==> config.mk <==
export PLATFORM = sky130hd
export DESIGN_NAME = fifo_uart_tx
export DESIGN_NICKNAME = d
export VERILOG_FILES = /design/src/rtl/fifo_uart_tx.sv
export SDC_FILE = /design/constraint.sdc
export NUM_CORES = 1
export LEC_CHECK = 0
export ABC_AREA = 1
export CORE_UTILIZATION = 45
export DETAILED_ROUTE_END_ITERATION = 10
export GPL_ROUTABILITY_DRIVEN = 0
export GPL_TIMING_DRIVEN = 0
export PLACE_DENSITY = 0.75
export SYNTH_ARGS = -nofsm -noshare
export SYNTH_HDL_FRONTEND = slang
export SYNTH_SLANG_ARGS = --single-unit
==> constraint.sdc <==
create_clock -name clk -period 1.9 [get_ports clk]
set_clock_uncertainty 0.1 [all_clocks]
set_input_delay 0.19 -clock clk [delete_from_list [all_inputs] [get_ports clk]]
set_output_delay 0.19 -clock clk [all_outputs]
set_load 0.01 [all_outputs]
==> src/rtl/fifo_uart_tx.sv <==
`timescale 1ns/1ps
// fifo_uart_tx: pulls bytes from a FIFO with registered read data and
// serialises them as 8N1 frames, LSB first, at CLKS_PER_BIT clocks per bit.
// Optional macro FIFO_UART_TX_PARITY_EN adds an even-parity bit before STOP.
module fifo_uart_tx #(
    parameter int unsigned CLKS_PER_BIT = 16
) (
    input  logic       clk,
    input  logic       rst,
    input  logic       en,
    input  logic       empty,
    output logic       re,
    input  logic [7:0] in,
    output logic       txd,
    output logic       busy
);

    localparam int unsigned CW = (CLKS_PER_BIT > 1) ? $clog2(CLKS_PER_BIT) : 1;
    localparam logic [CW-1:0] BAUD_MAX = CW'(CLKS_PER_BIT - 1);

    localparam logic [2:0] IDLE   = 3'd0;
    localparam logic [2:0] FETCH  = 3'd1;
    localparam logic [2:0] START  = 3'd2;
    localparam logic [2:0] DATA   = 3'd3;
`ifdef FIFO_UART_TX_PARITY_EN
    localparam logic [2:0] PARITY = 3'd4;
`endif
    localparam logic [2:0] STOP   = 3'd5;

    logic [2:0]    state;
    logic [CW-1:0] baud;
    logic [2:0]    bitcnt;
    logic [7:0]    sh;
    logic          baud_done;

    assign baud_done = (baud == BAUD_MAX);

    // Read strobe and busy flag; re is gated by rst so it stays low during reset.
    always_comb begin
        re   = rst && (state == IDLE) && en && !empty;
        busy = (state != IDLE);
    end

    // Frame sequencer; txd is loaded with the level of the state being entered
    // so the line is registered. The shift register rotates rather than
    // shifts, so after 8 bits it holds the original byte for the parity XOR.
    always_ff @(posedge clk or negedge rst) begin
        if (!rst) begin
            state  <= IDLE;
            baud   <= '0;
            bitcnt <= '0;
            sh     <= '0;
            txd    <= 1'b1;
        end else begin
            case (state)
                IDLE: begin
                    txd <= 1'b1;
                    if (re) begin
                        state <= FETCH;
                        baud  <= '0;
                    end
                end
                FETCH: begin
                    sh    <= in;
                    txd   <= 1'b0;
                    state <= START;
                    baud  <= '0;
                end
                START: begin
                    if (baud_done) begin
                        state <= DATA;
                        baud  <= '0;
                        txd   <= sh[0];
                    end else begin
                        baud <= baud + 1'b1;
                    end
                end
                DATA: begin
                    if (baud_done) begin
                        baud   <= '0;
                        sh     <= {sh[0], sh[7:1]};
                        bitcnt <= bitcnt + 3'd1;
                        if (bitcnt == 3'd7) begin
`ifdef FIFO_UART_TX_PARITY_EN
                            state <= PARITY;
                            txd   <= ^sh;
`else
                            state <= STOP;
                            txd   <= 1'b1;
`endif
                        end else begin
                            txd <= sh[1];
                        end
                    end else begin
                        baud <= baud + 1'b1;
                    end
                end
`ifdef FIFO_UART_TX_PARITY_EN
                PARITY: begin
                    if (baud_done) begin
                        state <= STOP;
                        baud  <= '0;
                        txd   <= 1'b1;
                    end else begin
                        baud <= baud + 1'b1;
                    end
                end
`endif
                STOP: begin
                    if (baud_done) begin
                        state <= IDLE;
                        baud  <= '0;
                        txd   <= 1'b1;
                    end else begin
                        baud <= baud + 1'b1;
                    end
                end
                default: begin
                    state <= IDLE;
                    baud  <= '0;
                    txd   <= 1'b1;
                end
            endcase
        end
    end

endmodule
==> tab_implementation.tex <==
\begin{tabular}{lr}
\hline
Metric & Value \\
\hline
\multicolumn{2}{l}{\textbf{Timing}} \\
\quad Final worst-path setup slack & 205 ps \\
\quad Number of slew-limit violations in the final report & 0 \\
\quad Tightest Pin Transition & 807 ps \\
\quad Max frequency & 0.590 GHz \\
\quad Final setup viols & 0 \\
\quad Count of endpoints failing hold in the final timing report & 0 \\
\quad Final critical-path required period & 1690 ps \\
\quad Final worst-path cycle share & 89.2\% \\
\quad Slew margin rel. & 46.0\% \\
\quad Unrepaired setup endpoints after global routing & false \\
\multicolumn{2}{l}{\textbf{Routing}} \\
\quad Routed wire per std cell & 11.1 µm \\
\quad DR iter-0 viols & 19 \\
\quad Routed vias & 944 \\
\quad Via density per instance & 5.08 \\
\quad Total iterations of the first detailed-routing run & 4 \\
\quad Detailed Route WL & 2.07 mm \\
\quad Number of nets with antenna violations after detailed routing & 0 \\
\quad DRC violations left & 0 \\
\multicolumn{2}{l}{\textbf{Finish}} \\
\quad Total number of nets in the final design & 174 \\
\quad Number of fillers in the final layout & 205 \\
\quad Share of cells above drive strength 1 & 15.8\% \\
\quad Final core area utilization & 59.3\% \\
\quad Post-route cell area & 1310 µm² \\
\quad Antenna diode count & 0 \\
\quad Finished Layout Cells & 186 \\
\quad Synthesis-to-layout area growth & 24.0\% \\
\multicolumn{2}{l}{\textbf{Critical path}} \\
\quad Startpoint-to-endpoint class of the critical path & flip-flop to primary output \\
\quad Crit path buf inv count & 2 \\
\quad Family with the most delay on the worst path & buffers and inverters \\
\quad Data arrival time of the worst path & 1400 ps \\
\quad Crit Reg-Reg Endpoint & sh[4]\$\_DFFE\_PN0P\_ \\
\quad Critical Path, Cell by Cell & inv\_1 -> nand2\_1 -> clkdlybuf4s50\_1 \\
\quad Reg-to-reg startpoint & baud[0]\$\_DFFE\_PN0P\_ \\
\quad FF-to-FF path depth & 7 \\
\quad Data required time at the worst endpoint & 1610 ps \\
\quad Worst setup EP type & primary output \\
\quad Largest fanout on the critical path & 4 \\
\quad Reg2reg setup slack & 350 ps \\
\quad Peak per-stage delay on the critical path & 480 ps \\
\quad Slowest stage cell, crit path & clkdlybuf4s50\_1 \\
\quad Startpoint type of the worst setup path & flip-flop \\
\multicolumn{2}{l}{\textbf{CTS}} \\
\quad Clock latency on the worst-skew pair & 310 ps \\
\quad CTS tree & yes \\
\quad Clock transition at the register clock pins on the worst setup and hold paths after CTS & 110 ps \\
\quad Clk buf depth & 2 \\
\quad Number of buffers created by CTS & 3 \\
\quad Maximum level of the CTS H-tree & 1 \\
\quad Root Driver & clkbuf\_4 \\
\quad Clock Sinks & 19 \\
\multicolumn{2}{l}{\textbf{Power and ir drop}} \\
\quad Leakage power of the design & 0.690 nW \\
\quad Peak VDD IR & 0.741 mV \\
\quad Ratio of total power to cell area & 1320 nW/µm² \\
\multicolumn{2}{l}{\textbf{Placed design}} \\
\quad Placed wire-length estimate & 1.50 mm \\
\quad Number of placed cells counting well taps & 177 \\
\quad Number of port buffers & 14 \\
\quad Worst slack at placement & -587 ps \\
\quad Post-placement cell area & 1230 µm² \\
\multicolumn{2}{l}{\textbf{Logic synthesis}} \\
\quad Most frequent cells after synthesis & nand2\_1, dfrtp\_1, inv\_1 \\
\quad Synth async-reset ratio & 100\% \\
\quad Mean Syn Cell Area & 7.84 µm² \\
\quad Synth Flop Type & dfrtp\_1 \\
\quad Most used standard cell by instance count after synthesis & nand2\_1 \\
\quad Post-synthesis cell count & 135 \\
\quad Most area-consuming cells after synthesis & dfrtp\_1, nand2\_1, nand3\_1 \\
\quad Number of enable-type register cells in the synthesized netlist & 0 \\
\quad Register bit count reported by yosys & 19 \\
\quad Cell taking the most area after synthesis & dfrtp\_1 \\
\quad Number of unique standard cell types used by synthesis & 22 \\
\quad Seq/Total Area, Yosys & 45.0\% \\
\quad Total number of yosys warnings & 0 \\
\quad Mapped Area & 1060 µm² \\
\quad Total nets after synthesis & 150 \\
\quad Share of the synthesized area in the top cell type & 42.6\% \\
\multicolumn{2}{l}{\textbf{Global routing}} \\
\quad Global router's overall resource usage & 20.5\% \\
\quad Remaining Overflow, GRT & 0 \\
\quad Largest net degree at the start of global routing & 19 \\
\quad Number of global-route vias before repair & 928 \\
\quad Initial antenna violation count & 0 \\
\quad First-pass GRT wire length & 3.88 mm \\
\multicolumn{2}{l}{\textbf{Floorplanning}} \\
\quad Initial cell density of the core & 47.9\% \\
\quad Core Rows & 17 \\
\quad Die Width & 50.5 µm \\
\quad Die Ht & 50.5 µm \\
\quad Core Footprint & 2210 µm² \\
\quad Overall die area & 2550 µm² \\
\quad Top-level I/O count & 15 \\
\multicolumn{2}{l}{\textbf{Worst hold path}} \\
\quad Class of the tightest hold or removal check & primary input to async pin \\
\multicolumn{2}{l}{\textbf{Run}} \\
\quad Max capacitance violation total & 0 \\
\multicolumn{2}{l}{\textbf{Outcome}} \\
\quad Run status & finished clean \\
\hline
\end{tabular}
==> logic make-up after synthesis <==
group	share of synthesized area (%)
and+or+nand+nor	31.8
buffers and inverters	9.46
DFF	45.0
AOI/OAI and AO/OA	8.51
adders and majority gates	3.55
xor gates and xnor gates	1.66
==> power breakdown <==
group | leakage, nW | switching [mW] | internal, mW | total [mW]
Combinational | 0.436 | 0.509 | 0.361 | 0.870
Clock | 0.0139 | 0.139 | 0.0804 | 0.219
Sequential | 0.240 | 0.0838 | 0.557 | 0.640
==> worst register-to-register path: stages, from the launching register on <==
cell	delay, ps
dfrtp_1	430
ha_1	250
nand3_2	140
inv_2	70
nand2_2	100
nand2_2	90
buf_6	150
o21ai_0	160
==> per-stage QoR <==
| stage | power, mW | hold slack [ps] | TNS (ps) |
|---|---|---|---|
| 6_report | 1.73 | 348 | 0 |
| 5_1_grt | 1.89 | 362 | 0 |
| 4_1_cts | 1.73 | 351 | 0 |
| 3_5_place_dp | 1.48 | 369 | -2760 |
| 3_3_place_gp | 1.44 | 360 | -2500 |
| 2_1_floorplan | 1.26 | -206 | 0 |
==> layout by cell type, fill, tap and decap left out, types with 2 or more instances in the layout <==
master / n
nand2_1: 52
clkdlybuf4s50_1: 12
nand2_2: 3
dfrtp_2: 2
nand4_1: 5
inv_1: 14
o21ai_2: 4
buf_6: 2
clkbuf_4: 3
o21ai_0: 6
dfrtp_1: 16
ha_1: 3
nor2_1: 4
o21ai_1: 2
dlygate4sd3_1: 2
buf_4: 3
nand3_1: 12
==> layer usage <==
metal / wire, µm / global-route usage [%] / vias up
met2: 1030 / 36.0 / 25
met5: 0 / 0 / -
li1: - / - / 479
met1: 900 / 23.3 / 435
met4: 22 / 6.48 / 0
met3: 116 / 6.67 / 5
==> layout make-up <==
class,count,area [µm²],share of cell area (%)
Timing Repair Buffer,19,186,14.2
Multi-Input combinational cell,97,482,36.7
Sequential cell,19,479,36.5
Inverter,16,62.6,4.77
Tap cell,28,35.0,2.67
Clock buffer,3,22.5,1.72
Clock inverter,1,7.51,0.572
Buffer,3,37.5,2.86
==> how the worst max path moves through the flow <==
stage,start,endpoint,slack [ps],cells after the start
after global placement,rst,re,-560,4
after detailed placement,rst,re,-590,4
after global routing,state[1]$_DFFE_PN0P_,busy,140,3
after CTS,state[1]$_DFFE_PN0P_,re,3,4
after floorplan,baud[0]$_DFFE_PN0P_,sh[0]$_DFFE_PN0P_,510,8
final,state[1]$_DFFE_PN0P_,busy,210,3
==> registers in the layout (all words and copies together) (netlist names) <==
register  cells
baud          4
sh            8
bitcnt        3
state         3
txd           1
==> repair_timing <==
item,CTS,global route
resized for setup,4,2
setup endpoints to repair,3,1
cloned,0,0
hold endpoints to repair,18,0
setup buffers,2,1
hold buffers,2,0
pin swaps,0,0
(Power assumes the default switching activity.)
